<file path="src/rtl/mdio_pkg.sv">
// MDIO master shared definitions: start codes, opcodes, frame field lengths, FSM states.
// Latency: n/a (definitions only).
// Backpressure: n/a.
package mdio_pkg;

    // Start-of-frame codes
    localparam logic [1:0] ST_C22 = 2'b01;
    localparam logic [1:0] ST_C45 = 2'b00;

    // Opcodes
    localparam logic [1:0] OP_C22_WR   = 2'b01;
    localparam logic [1:0] OP_C22_RD   = 2'b10;
    localparam logic [1:0] OP_C45_ADDR = 2'b00;
    localparam logic [1:0] OP_C45_WR   = 2'b01;
    localparam logic [1:0] OP_C45_RD   = 2'b11;
    localparam logic [1:0] OP_C45_PRIA = 2'b10;

    // Frame field lengths in bits (after preamble)
    localparam int HDR_LEN  = 14;
    localparam int TA_LEN   = 2;
    localparam int DATA_LEN = 16;

    // Turnaround pattern driven by the master on write-type frames
    localparam logic [1:0] TA_DRIVE = 2'b10;

    typedef enum logic [2:0] {
        S_IDLE,
        S_PRE,
        S_HDR,
        S_TA,
        S_DATA,
        S_RESP
    } state_t;

    // Frames in which the PHY owns the line from TA onward
    function automatic logic is_read(input logic c45, input logic [1:0] op);
        if (c45) begin
            return (op == OP_C45_RD) || (op == OP_C45_PRIA);
        end
        return op == OP_C22_RD;
    endfunction

endpackage

</file>
<file path="src/rtl/mdio_mdc_gen.sv">
// MDC divider: mdc low for CLK_DIV cycles then high for CLK_DIV cycles, with window strobes.
// Latency: first window starts on the first cycle en is high after being low.
// Backpressure: none; free-running while en is high, cleared while en is low.
// Ports: clk/rst system clock and sync reset; en runs the divider; mdc is the management
// clock; win_start marks the first cycle of a bit window, win_end the last.
module mdio_mdc_gen #(
    parameter int CLK_DIV = 50
) (
    input  logic clk,
    input  logic rst,
    input  logic en,
    output logic mdc,
    output logic win_start,
    output logic win_end
);

    localparam int DIV_W = $clog2(CLK_DIV);
    localparam logic [DIV_W-1:0] DIV_LAST = DIV_W'(CLK_DIV - 1);

    logic [DIV_W-1:0] div_cnt_q, div_cnt_d;
    logic             mdc_q, mdc_d;

    always_comb begin
        div_cnt_d = div_cnt_q;
        mdc_d     = mdc_q;
        if (div_cnt_q == DIV_LAST) begin
            div_cnt_d = '0;
            mdc_d     = ~mdc_q;
        end else begin
            div_cnt_d = div_cnt_q + DIV_W'(1);
        end
    end

    // Held cleared while disabled so every frame starts on a fresh low half
    always_ff @(posedge clk) begin
        if (rst || !en) begin
            div_cnt_q <= '0;
            mdc_q     <= 1'b0;
        end else begin
            div_cnt_q <= div_cnt_d;
            mdc_q     <= mdc_d;
        end
    end

    assign mdc       = mdc_q;
    assign win_start = en && (div_cnt_q == '0) && !mdc_q;
    assign win_end   = en && (div_cnt_q == DIV_LAST) && mdc_q;

endmodule

</file>
<file path="src/rtl/mdio_master.sv">
// MDIO Clause 22/45 management master: serialises one command, returns read data + error flag.
// Latency: rsp_valid at T+1+(PREAMBLE_LEN+32)*2*CLK_DIV after acceptance at T (T+1 if C45 unsupported).
// Backpressure: cmd_ready only in IDLE; response is a one-cycle pulse with no backpressure.
// Ports: cmd_* request (valid/ready), rsp_* completion, busy status, mdc/mdio_o/mdio_oe/mdio_i pad side.
module mdio_master #(
    parameter int CLK_DIV      = 50,
    parameter int PREAMBLE_LEN = 32,
    parameter int SUPPORT_C45  = 1
) (
    input  logic        clk,
    input  logic        rst,
    input  logic        cmd_valid,
    output logic        cmd_ready,
    input  logic        cmd_c45,
    input  logic [1:0]  cmd_op,
    input  logic [4:0]  cmd_phy,
    input  logic [4:0]  cmd_reg,
    input  logic [15:0] cmd_data,
    output logic        rsp_valid,
    output logic [15:0] rsp_data,
    output logic        rsp_err,
    output logic        busy,
    output logic        mdc,
    output logic        mdio_o,
    output logic        mdio_oe,
    input  logic        mdio_i
);

    import mdio_pkg::*;

    localparam logic [4:0] PRE_LAST  = 5'((PREAMBLE_LEN > 0) ? PREAMBLE_LEN - 1 : 0);
    localparam logic [4:0] HDR_LAST  = 5'(HDR_LEN - 1);
    localparam logic [4:0] TA_LAST   = 5'(TA_LEN - 1);
    localparam logic [4:0] DATA_LAST = 5'(DATA_LEN - 1);

    state_t      state_q, state_d;
    logic [4:0]  bit_cnt_q, bit_cnt_d;
    logic [31:0] tx_sr_q, tx_sr_d;      // ST,OP,PHY,REG,TA,DATA; MSB is the bit on the line
    logic        rd_q, rd_d;
    logic [15:0] rx_q, rx_d;
    logic        err_q, err_d;
    logic [15:0] rsp_data_q, rsp_data_d;
    logic        pad_o_q, pad_o_d;
    logic        pad_oe_q, pad_oe_d;

    logic        active;
    logic        bit_o, bit_oe;
    logic        win_start, win_end;

    assign active = (state_q == S_PRE) || (state_q == S_HDR) ||
                    (state_q == S_TA)  || (state_q == S_DATA);

    mdio_mdc_gen #(
        .CLK_DIV (CLK_DIV)
    ) u_mdc_gen (
        .clk       (clk),
        .rst       (rst),
        .en        (active),
        .mdc       (mdc),
        .win_start (win_start),
        .win_end   (win_end)
    );

    always_comb begin
        state_d    = state_q;
        bit_cnt_d  = bit_cnt_q;
        tx_sr_d    = tx_sr_q;
        rd_d       = rd_q;
        rx_d       = rx_q;
        err_d      = err_q;
        rsp_data_d = rsp_data_q;
        bit_o      = 1'b1;
        bit_oe     = 1'b0;
        pad_o_d    = 1'b1;
        pad_oe_d   = 1'b0;

        case (state_q)
            S_IDLE: begin
                if (cmd_valid) begin
                    tx_sr_d   = {(cmd_c45 ? ST_C45 : ST_C22), cmd_op, cmd_phy, cmd_reg,
                                 TA_DRIVE, cmd_data};
                    rd_d      = is_read(cmd_c45, cmd_op);
                    err_d     = 1'b0;
                    bit_cnt_d = '0;
                    if (cmd_c45 && (SUPPORT_C45 == 0)) begin
                        // No frame on the wire; report the rejection straight away
                        state_d = S_RESP;
                        err_d   = 1'b1;
                    end else if (PREAMBLE_LEN == 0) begin
                        state_d = S_HDR;
                    end else begin
                        state_d = S_PRE;
                    end
                end
            end

            S_PRE: begin
                bit_o  = 1'b1;
                bit_oe = 1'b1;
                if (win_end) begin
                    if (bit_cnt_q == PRE_LAST) begin
                        state_d   = S_HDR;
                        bit_cnt_d = '0;
                    end else begin
                        bit_cnt_d = bit_cnt_q + 5'd1;
                    end
                end
            end

            S_HDR: begin
                bit_o  = tx_sr_q[31];
                bit_oe = 1'b1;
                if (win_end) begin
                    tx_sr_d = {tx_sr_q[30:0], 1'b1};
                    if (bit_cnt_q == HDR_LAST) begin
                        state_d   = S_TA;
                        bit_cnt_d = '0;
                    end else begin
                        bit_cnt_d = bit_cnt_q + 5'd1;
                    end
                end
            end

            S_TA: begin
                bit_o  = rd_q ? 1'b1 : tx_sr_q[31];
                bit_oe = !rd_q;
                if (win_end) begin
                    tx_sr_d = {tx_sr_q[30:0], 1'b1};
                    if (bit_cnt_q == TA_LAST) begin
                        // A responding PHY pulls the second TA bit low
                        if (rd_q) begin
                            err_d = mdio_i;
                        end
                        state_d   = S_DATA;
                        bit_cnt_d = '0;
                    end else begin
                        bit_cnt_d = bit_cnt_q + 5'd1;
                    end
                end
            end

            S_DATA: begin
                bit_o  = rd_q ? 1'b1 : tx_sr_q[31];
                bit_oe = !rd_q;
                if (win_end) begin
                    tx_sr_d = {tx_sr_q[30:0], 1'b1};
                    rx_d    = {rx_q[14:0], mdio_i};
                    if (bit_cnt_q == DATA_LAST) begin
                        if (rd_q) begin
                            rsp_data_d = {rx_q[14:0], mdio_i};
                        end
                        state_d   = S_RESP;
                        bit_cnt_d = '0;
                    end else begin
                        bit_cnt_d = bit_cnt_q + 5'd1;
                    end
                end
            end

            S_RESP: begin
                state_d   = S_IDLE;
                bit_cnt_d = '0;
            end

            default: begin
                state_d = S_IDLE;
            end
        endcase

        // Pad drive is re-evaluated only on the first cycle of a window and held otherwise
        if (active) begin
            pad_o_d  = win_start ? bit_o  : pad_o_q;
            pad_oe_d = win_start ? bit_oe : pad_oe_q;
        end
    end

    always_ff @(posedge clk) begin
        if (rst) begin
            state_q    <= S_IDLE;
            bit_cnt_q  <= '0;
            tx_sr_q    <= '0;
            rd_q       <= 1'b0;
            rx_q       <= '0;
            err_q      <= 1'b0;
            rsp_data_q <= '0;
            pad_o_q    <= 1'b1;
            pad_oe_q   <= 1'b0;
        end else begin
            state_q    <= state_d;
            bit_cnt_q  <= bit_cnt_d;
            tx_sr_q    <= tx_sr_d;
            rd_q       <= rd_d;
            rx_q       <= rx_d;
            err_q      <= err_d;
            rsp_data_q <= rsp_data_d;
            pad_o_q    <= pad_o_d;
            pad_oe_q   <= pad_oe_d;
        end
    end

    assign cmd_ready = (state_q == S_IDLE) && !rst;
    assign rsp_valid = (state_q == S_RESP);
    assign rsp_data  = rsp_data_q;
    assign rsp_err   = rsp_valid && err_q;
    assign busy      = (state_q != S_IDLE);
    assign mdio_o    = pad_o_d;
    assign mdio_oe   = pad_oe_d;

endmodule

</file>
<file path="config.mk">
export PLATFORM = sky130hd
export DESIGN_NAME = mdio_master
export DESIGN_NICKNAME = d
export VERILOG_FILES = /design/src/rtl/mdio_pkg.sv /design/src/rtl/mdio_mdc_gen.sv /design/src/rtl/mdio_master.sv
export SDC_FILE = /design/constraint.sdc
export NUM_CORES = 1
export LEC_CHECK = 0
export CAP_MARGIN = 20
export CORE_MARGIN = 2
export CORE_UTILIZATION = 50
export CTS_CLUSTER_SIZE = 10
export DETAILED_ROUTE_END_ITERATION = 8
export HOLD_SLACK_MARGIN = 0.15
export PLACE_DENSITY = 0.75
export SYNTH_ARGS = -nofsm -noshare
export SYNTH_HDL_FRONTEND = slang
export SYNTH_SLANG_ARGS = --single-unit
</file>
<file path="constraint.sdc">
create_clock -name clk -period 4.9 [get_ports clk]
set_clock_uncertainty 0.2 [all_clocks]
set_input_delay 1.47 -clock clk [delete_from_list [all_inputs] [get_ports clk]]
set_output_delay 1.47 -clock clk [all_outputs]
set_load 0.005 [all_outputs]
</file>
======== After elaboration in Yosys (flattened, before gate mapping) ========
Index checks and enable logic that the tools add are counted.
word-level totals
  bits in writable memories ............... 0
  memories ................................ 0
  latch bits .............................. 0
  logic and storage cells ................. 110
  bits in registers ....................... 82
  bits in read-only memories .............. 0
operators by class
  equal/unequal tests ..................... 23
  shift operators ......................... 0
  multiplexer cells ....................... 41
  $lt $le $gt $ge ......................... 0
  multiply operators ...................... 0
  div/mod/pow operators ................... 0
  reduce and logical (&&, ||, !) cells .... 32
  bitwise logic cells ..................... 1
  $add $sub $neg .......................... 2
operators with widths
  kind                                                                      count
  32-bit two-way mux                                                        2
  32-bit one-hot mux with 2 select lines                                    1
  5-bit two-way mux                                                         9
  5-bit one-hot mux with 6 select lines                                     1
  3-bit two-way mux                                                         9
  2-bit by 1-bit inequality test with 1-bit output (second input constant)  9
  1-bit two-way mux                                                         15
  3-bit one-hot mux with 5 select lines                                     1
  5-bit by 4-bit equality test with 1-bit output (second input constant)    2
  9-bit AND reduction                                                       1
  6-bit by 1-bit adder with 6-bit output (second input constant)            1
  3-bit by 2-bit equality test with 1-bit output (second input constant)    2
  3-bit equality test (second input constant)                               2
  6-bit equality test (second input constant)                               1
  1-bit logical AND                                                         6
  6-bit zero test                                                           1
  1-bit one-hot mux with 2 select lines                                     3
  6-bit AND reduction                                                       1
  6-bit nonzero test                                                        1
  2-bit OR reduction                                                        3
  5-bit by 1-bit adder with 5-bit output (second input constant)            1
  5-bit by 1-bit equality test with 1-bit output (second input constant)    1
  5-bit equality test (second input constant)                               1
  1-bit logical OR                                                          5
  other kinds (13)                                                          20

======== Logic depth before layout (Yosys ltp) ========
Gate-level depths: netlist (run 1).
  depth in word-level cells ............... 8
  gate-level depth with buffers ........... 11
  gate-level depth less buffers ........... 9

======== Hierarchy ========
From an unflattened synthesis (run 1), not the netlist that was laid out.
second synthesis, totals
  cell total of the unflattened synthesis .. 475
  area, all modules ....................... 3900.0 um2
by module, submodules not included
  module        area an instance (um2)  cells each  times used  sequential area each (um2)
  mdio_master   3548.4                  436         1           1501.4
  mdio_mdc_gen  351.6                   39          1           140.1

======== Worst setup path after synthesis (run 1) ========
No wires, ideal clock.
  kind .................................... input -> output
  start ................................... in rst
  end ..................................... out cmd_ready
  data arrival time ....................... 2.095 ns
  cell stages on the path ................. 3
  data required time ...................... 3.230 ns
  buffers on the path ..................... 2
  slack ................................... 1.135 ns
  cell sequence ........................... clkbuf_1 clkbuf_1 nor2_1
on the way
  word-level cells in the longest chain between the ends .. 2
RTL lines
  element             line                text
  start: declaration  mdio_master.sv:11   input logic rst,
  1-bit zero test     mdio_master.sv:201  assign cmd_ready = (state_q == S_IDLE) && !rst;
  1-bit logical AND   mdio_master.sv:201
  end: declaration    mdio_master.sv:13   output logic cmd_ready,
No other way between the ends.

======== Worst setup path after layout (run 1) ========
  start ................................... reg state_q[2]
  end ..................................... out mdio_o
on the way
  word-level cells in the longest chain between the ends .. 8
  elaborated cells between the ends (all ways) .. 13
  classes of those cells .................. 4 x eq/ne; 3 x mux; 6 x reduce/logical
RTL lines
  element                                                                                                                  line                                  text
  start: declaration                                                                                                       mdio_master.sv:36                     state_t state_q, state_d;
  start signal: assignment                                                                                                 mdio_master.sv:189                    state_q <= state_d;
  3-bit by 1-bit equality test with 1-bit output / 3-bit by 2-bit equality test with 1-bit output (equally long branches)  mdio_master.sv:50, mdio_master.sv:77
  1-bit logical OR (2 in series)                                                                                           mdio_master.sv:50                     assign active = (state_q == S_PRE) || (state_q == S_HDR) ||
  1-bit logical OR                                                                                                         mdio_master.sv:51                     (state_q == S_TA) || (state_q == S_DATA);
  1-bit logical AND (2 in series)                                                                                          mdio_mdc_gen.sv:46                    assign win_start = en && (div_cnt_q == '0) && !mdc_q;
  1-bit two-way mux                                                                                                        mdio_master.sv:172                    pad_o_d = win_start ? bit_o : pad_o_q;
  1-bit two-way mux *                                                                                                      mdio_master.sv:171                    if (active) begin
  end: declaration                                                                                                         mdio_master.sv:24                     output logic mdio_o,
Mark *: on every way between the ends. The rest lies on a longest branch, timed or not.

==> results.md, run 1 <==
* Post-DR vias/cell at 5.29
* Clock sinks at 82
* Final HPWL DP at 5.24 mm
* All-Layer GR Usage at 18.7%
* Nets at 520
* Port bufs at 55
* Cts hold-fix bufs at 0
* Core ar. at 7650 um^2
* Power per cell area at 299 nW/um^2
* Rows at 32
* Placed Instances at 570
* Critical path cell sequence: nor3b_2, nor2_4, o22ai_1, a31oi_1, or2_2, clkdlybuf4s50_1
* CTS max path bufs at 2
* Post-DRT Antenna Nets at 0
* Worst ir drop on vdd at 0.171 mV
* Hold Path Class: reg2reg
* Post-Syn Nets at 484
* Initial antenna violation count at 0
* TritonCTS Buffers at 9
* Max_slew headroom at 39.4%
* Non-filler cells, final at 586
* Diodes inserted at 0
* Final hold vios at 0
* Clock root buffer: clkbuf_8
* Final Max Tran Viols at 0
* Register area share after synthesis at 42.2%
* Seq cells post-synth at 82
* CTS tree: done
* Initial Utilization at 50.8%
* Status: complete, no violations
* Hold slack at 0.255 ns
* Leakage power at 1.77 nW
* Actual slew at the worst max-slew pin at 0.909 ns
* Area Overhead vs Synth at 18.5%
* Worst skew pair latency at 0.35 ns
* Hold_sp: rsp_data[2]$_SDFFE_PP0P_
* Setup_tns at 0 ns
* Post-cts sizing count at 0
* CP startpoint kind: flip-flop
* Asr flop ratio synth at 0%
* Worst path buffer plus inverter count at 1
* Max Freq at 236 MHz
* Most common cell after layout, fill and taps aside: dfxtp_1
* R2r setup slk at 1.76 ns
* Family with the most delay on the worst path: simple AND/OR/NAND/NOR gates
* Number of DRC markers in iteration 0 at 179
* Clk pin slew, worst setup/hold paths at 0.09 ns
* Minimum clock period at 4.24 ns
* Drt drc at 0
* H-tree lvl count at 3
* Die extent in x at 92.2 um
* Post-synthesis area per instance at 8.78 um^2
* CP Class: reg2out
* Yosys warns at 0
* Gr ovfl total at 0
* Final core utilization at 60.2%
* WP data required at 3.23 ns
* TritonRoute pass-1 iters at 5
* Main synth FF type: dfxtp_1
* Die height at 92.2 um
* I/O pin count at 56
* Via count at 3,098
* Critical R2R Launch: state_q[2]$_SDFFE_PP0P_
* Final Cycle Share at 86.4%
* Distinct cells, synth at 56
* Worst-path maximum fanout at 20
* DIE AREA at 8500 um^2
* Global placement routability congestion at 0.885
* Worst path max stage delay at 0.71 ns
* Unrepaired setup endpoints after global routing: false
* Max Cap Viol at 0
* Cells after Synth at 443
* First-pass GRT wire length at 13.1 mm
* Post-CTS setup buffer count at 0
* Vias in the first global route at 2,854
* Critical Path Source: state_q[2]$_SDFFE_PP0P_
* Total wire length at 7.57 mm
* Layout cells sized above 1 at 12.2%
* Routed WL per cell at 12.9 um
* Capturing element type of the critical path: output port
* # setup viols final at 0
* Number of synthesized flops with an enable pin at 0
* Largest net degree at the start of global routing at 85
* Crit-path slowest cell: dfxtp_1
* Crit path DAT at 2.57 ns
* Most frequent cells in the layout: 82 x dfxtp_1, 71 x nand2_1, 54 x clkdlybuf4s50_1
* Synthesized area at 3890 um^2
## power by group
part / leakage, nW / switching, mW / internal (mW)
logic: 1.01 / 0.0973 / 0.0862
registers: 0.669 / 0.0289 / 0.702
clock network: 0.0936 / 0.268 / 0.194
## layout make-up
class | instances | area [um^2]
Clock inverter | 7 | 61.3
Clock buffer | 9 | 124
Sequential cell | 82 | 1640
Fill cell | 679 | 3040
Tap cell | 102 | 128
Multi-Input combinational cell | 316 | 2030
Timing Repair Buffer | 58 | 581
Inverter | 12 | 45.0
## cell usage after synthesis, types with 2 or more instances
library cell,instances,area [um^2]
buf_6,2,22.5
a211oi_1,18,135
buf_2,11,55.1
buf_1,2,7.51
nand4b_1,4,35.0
a21oi_2,10,87.6
dfxtp_1,82,1640
and3_1,4,25.0
or2_2,2,12.5
xnor2_1,2,17.5
nand2b_1,4,25.0
nor3b_1,2,15.0
o211ai_1,3,22.5
buf_4,5,37.5
mux2i_1,29,290
inv_1,12,45.0
o31ai_1,2,15.0
a211oi_2,10,125
nand3_2,2,20.0
a31oi_1,4,25.0
a21oi_1,27,135
nor3_1,7,35.0
nor2b_1,3,18.8
and2_1,2,12.5
nand2_2,10,62.6
nand2_1,71,267
nand3_1,8,40.0
nor2_1,43,161
o22ai_1,4,25.0
nand3b_1,2,15.0
o21ai_0,5,25.0
ha_1,8,100
clkbuf_1,12,45.0
or3_1,5,31.3
or3b_1,3,26.3
xor2_1,3,26.3
## cell families after synthesis
family	share of synthesized area, %
buffers and inverters	5.99
multiplexers	7.47
AO/OA/AOI/OAI	17.7
AND/OR/NAND/NOR	22.9
flip-flops	42.2
XOR/XNOR	1.13
adder cells (fa/ha/maj)	2.57
## tightest hold or removal path, cell delays in order (launching register included)
cell     delay (ns)
dfxtp_1        0.32
nand2_1        0.05
a21oi_1        0.05
## metal layers
metal	vias to the layer above	global-route usage, %	share of wire [%]
li1	1618	-	-
met1	1411	25.9	50
met2	58	28.7	44
met3	11	3.53	4.0
met4	0	7.34	1.7
met5	-	0	0
## per-stage QoR
stage | cell area, um^2 | setup WS, ns | total power [mW]
2_1_floorplan | 3890 | 1.13 | 0.869
3_3_place_gp | 4420 | 0.987 | 0.924
3_5_place_dp | 4420 | 0.963 | 0.931
4_1_cts | 4610 | 0.650 | 1.39
5_1_grt | 4610 | 0.460 | 1.44
6_report | 4610 | 0.664 | 1.38
## flip-flops by register name (all words and copies together) (netlist names)
name                 cells
state_q                  3
u_mdc_gen.mdc            1
pad_oe_q                 1
u_mdc_gen.div_cnt_q      6
rx_q                    15
rd_q                     1
err_q                    1
bit_cnt_q                5
pad_o_q                  1
rsp_data                16
tx_sr_q                 32
## worst paths after layout
check / to / cells after the start
hold reg to reg: rsp_data[2]$_SDFFE_PP0P_ / 2
setup / recovery: mdio_o / 6
hold / removal: rsp_data[2]$_SDFFE_PP0P_ / 2
setup reg to reg: rsp_data[4]$_SDFFE_PP0P_ / 5
Note: power is estimated with default switching activity, not from simulation.
==> run 2, diff against run 1 <==
--- a/config.mk
+++ b/config.mk
@@ -7,11 +7,12 @@
 export LEC_CHECK = 0
 export CAP_MARGIN = 20
 export CORE_MARGIN = 2
-export CORE_UTILIZATION = 50
+export CORE_UTILIZATION = 40
+export CTS_CLUSTER_DIAMETER = 60
 export CTS_CLUSTER_SIZE = 10
 export DETAILED_ROUTE_END_ITERATION = 8
 export HOLD_SLACK_MARGIN = 0.15
-export PLACE_DENSITY = 0.75
+export PLACE_DENSITY = 0.63
 export SYNTH_ARGS = -nofsm -noshare
 export SYNTH_HDL_FRONTEND = slang
 export SYNTH_SLANG_ARGS = --single-unit
==> run 2 against run 1 <==
Design area up 1.1%. Sequential power barely moved. Critical path depth unchanged. Utilization fell by 10 points. Worst setup slack lost 0.027 ns. Maximum frequency decreased by 0.62%. Global-route usage down 2.9 points. Clock power grew 12%. Cell count up 4.6%. Wire length increased by 3.6%. Largest cell class unchanged. Largest power group unchanged.
==> results.md, run 2 (synthesis gave the netlist of run 1 again) <==
* Final HPWL DP at 5.37 mm (+2.4%)
* All-Layer GR Usage at 15.8% (-2.9 points)
* Capturing element type of the critical path: output port
* Worst reg2reg path depth at 6 (+1)
* Critical R2R Launch: state_q[2]$_SDFFE_PP0P_
* Number of DRC markers in iteration 0 at 89 (-50%)
* Unrepaired setup endpoints after global routing: false
* Post-DRT Antenna Nets at 0 (unchanged)
* Most common cell after layout, fill and taps aside: dfxtp_1
* Final hold vios at 0 (unchanged)
* Die extent in x at 103 um (+11%)
* CP Class: reg2out
* R2r setup slk at 1.70 ns (-0.06 ns)
* Max Cap Viol at 0 (unchanged)
* CTS max path bufs at 2 (unchanged)
* Minimum clock period at 4.26 ns (+0.0266 ns)
* Hold slack at 0.254 ns (-0.00117 ns)
* Post-CTS setup buffer count at 0 (unchanged)
* Diodes inserted at 0 (unchanged)
* Drt drc at 0 (unchanged)
* Initial antenna violation count at 0 (unchanged)
* Post-DR vias/cell at 5.09 (-3.8%)
* Final Max Tran Viols at 0 (unchanged)
* CTS tree: done
* Worst ir drop on vdd at 0.154 mV (-10%)
* Hold_sp: rsp_data[15]$_SDFFE_PP0P_
* Clock sinks at 82 (unchanged)
* Clock root buffer: clkbuf_8
* Clk pin slew, worst setup/hold paths at 0.08 ns (about the same)
* Max_slew headroom at 35.7% (-3.7 points)
* Port bufs at 55 (unchanged)
* # setup viols final at 0 (unchanged)
* Rows at 35 (+9.4%)
* First-pass GRT wire length at 13.4 mm (+2.1%)
* Leakage power at 1.77 nW (+0.31%)
* Via count at 3,119 (+0.68%)
* Hold Path Class: reg2reg
* Critical Path Source: state_q[2]$_SDFFE_PP0P_
* Power per cell area at 307 nW/um^2 (+2.7%)
* Actual slew at the worst max-slew pin at 0.965 ns (+0.0561 ns)
* Vias in the first global route at 2,956 (+3.6%)
* I/O pin count at 56 (unchanged)
* Total wire length at 7.84 mm (+3.6%)
* Cts hold-fix bufs at 0 (unchanged)
* Die height at 103 um (+11%)
* Layout cells sized above 1 at 12.0% (-0.21 points)
* Global placement routability congestion at 0.814 (-8.0%)
* Nets at 521 (+0.19%)
* Worst-path maximum fanout at 20 (unchanged)
* Area Overhead vs Synth at 19.8%
* DIE AREA at 10,500 um^2 (+24%)
* Max Freq at 235 MHz (-0.62%)
* Initial Utilization at 41.7% (-9.2 points)
* Final Cycle Share at 87.0% (+0.54 points)
* Most flops, register: tx_sr_q
* Reg area at 1640 um^2 (unchanged)
* Routed WL per cell at 12.8 um (-1.0%)
* Gr ovfl total at 0 (unchanged)
* Largest net degree at the start of global routing at 85 (unchanged)
* H-tree lvl count at 3 (unchanged)
* TritonRoute pass-1 iters at 4 (-1)
* Most frequent cells in the layout: 82 x dfxtp_1, 71 x nand2_1, 54 x clkdlybuf4s50_1
* Area of the multi-input gates at 2030 um^2 (unchanged)
* TritonCTS Buffers at 9 (unchanged)
* Fill cell count at 931 (+37%)
* Worst hold path depth at 2 (unchanged)
* Max reg flops at 32 (unchanged)
* WP data required at 3.23 ns (about the same)
* Post-cts sizing count at 0 (unchanged)
* Crit path DAT at 2.59 ns (+0.02 ns)
* Status: complete, no violations
* CP startpoint kind: flip-flop
* Worst skew pair latency at 0.34 ns (about the same)
* Setup_tns at 0 ns (unchanged)
* Core ar. at 9330 um^2 (+22%)
## run 2: cell types whose count changed in the layout (fill, tap and decap cells not counted), sizes merged
cell / delta
inv: -3
clkinvlp: +1
clkbuf: +1
buf: +1
clkinv: -2
bufinv: +2
## run 2: final timing paths
check	end
worst min-delay path	rsp_data[15]$_SDFFE_PP0P_
worst max register to register	tx_sr_q[20]$_SDFFE_PP0P_
worst max-delay path	mdio_o
worst min register to register	rsp_data[15]$_SDFFE_PP0P_
## run 2: cell type report
type / count / area share (%)
sequential: 82 / 35.2
clock inverter: 5 / 1.72
clock buffer: 10 / 2.74
inverter: 12 / 0.967
multi-input combinational: 316 / 43.5
tap: 129 / 3.47
timing repair buffer: 59 / 12.4
## run 2: critical path: stages (launching register included)
cell and delay [ns]:
dfxtp_1 0.73, nor3b_2 0.47, nor2_4 0.05, o22ai_1 0.14, a31oi_1 0.12, or2_2 0.29
clkdlybuf4s50_1 0.46
## run 2: power breakdown
group          total (mW)  switching [mW]  internal (mW)
Sequential          0.731          0.0289          0.702
Clock               0.515           0.232          0.283
Combinational       0.182          0.0975         0.0848
Total                1.43           0.358           1.07
## run 2: layer usage
| metal | vias to the layer above | GRT usage, % | part of all wire [%] |
|---|---|---|---|
| met3 | 11 | 3.66 | 3.7 |
| met1 | 1440 | 20.9 | 47 |
| met4 | 0 | 5.85 | 1.8 |
| met5 | - | 0 | 0 |
| met2 | 62 | 25.1 | 48 |
| li1 | 1606 | - | - |
## run 2: stage by stage
step / total power [mW] / cells / util [%] / area, um^2 / setup slack [ns]
2_1_floorplan: 0.869 / 443 / - / 3890 / 1.13
3_3_place_gp: 0.924 / 598 / 47.7 / 4450 / 0.979
3_5_place_dp: 0.930 / 598 / 47.7 / 4450 / 0.975
4_1_cts: 1.45 / 613 / 49.9 / 4660 / 0.628
5_1_grt: 1.50 / 613 / 49.9 / 4660 / 0.423
6_report: 1.43 / 613 / 49.9 / 4660 / 0.638
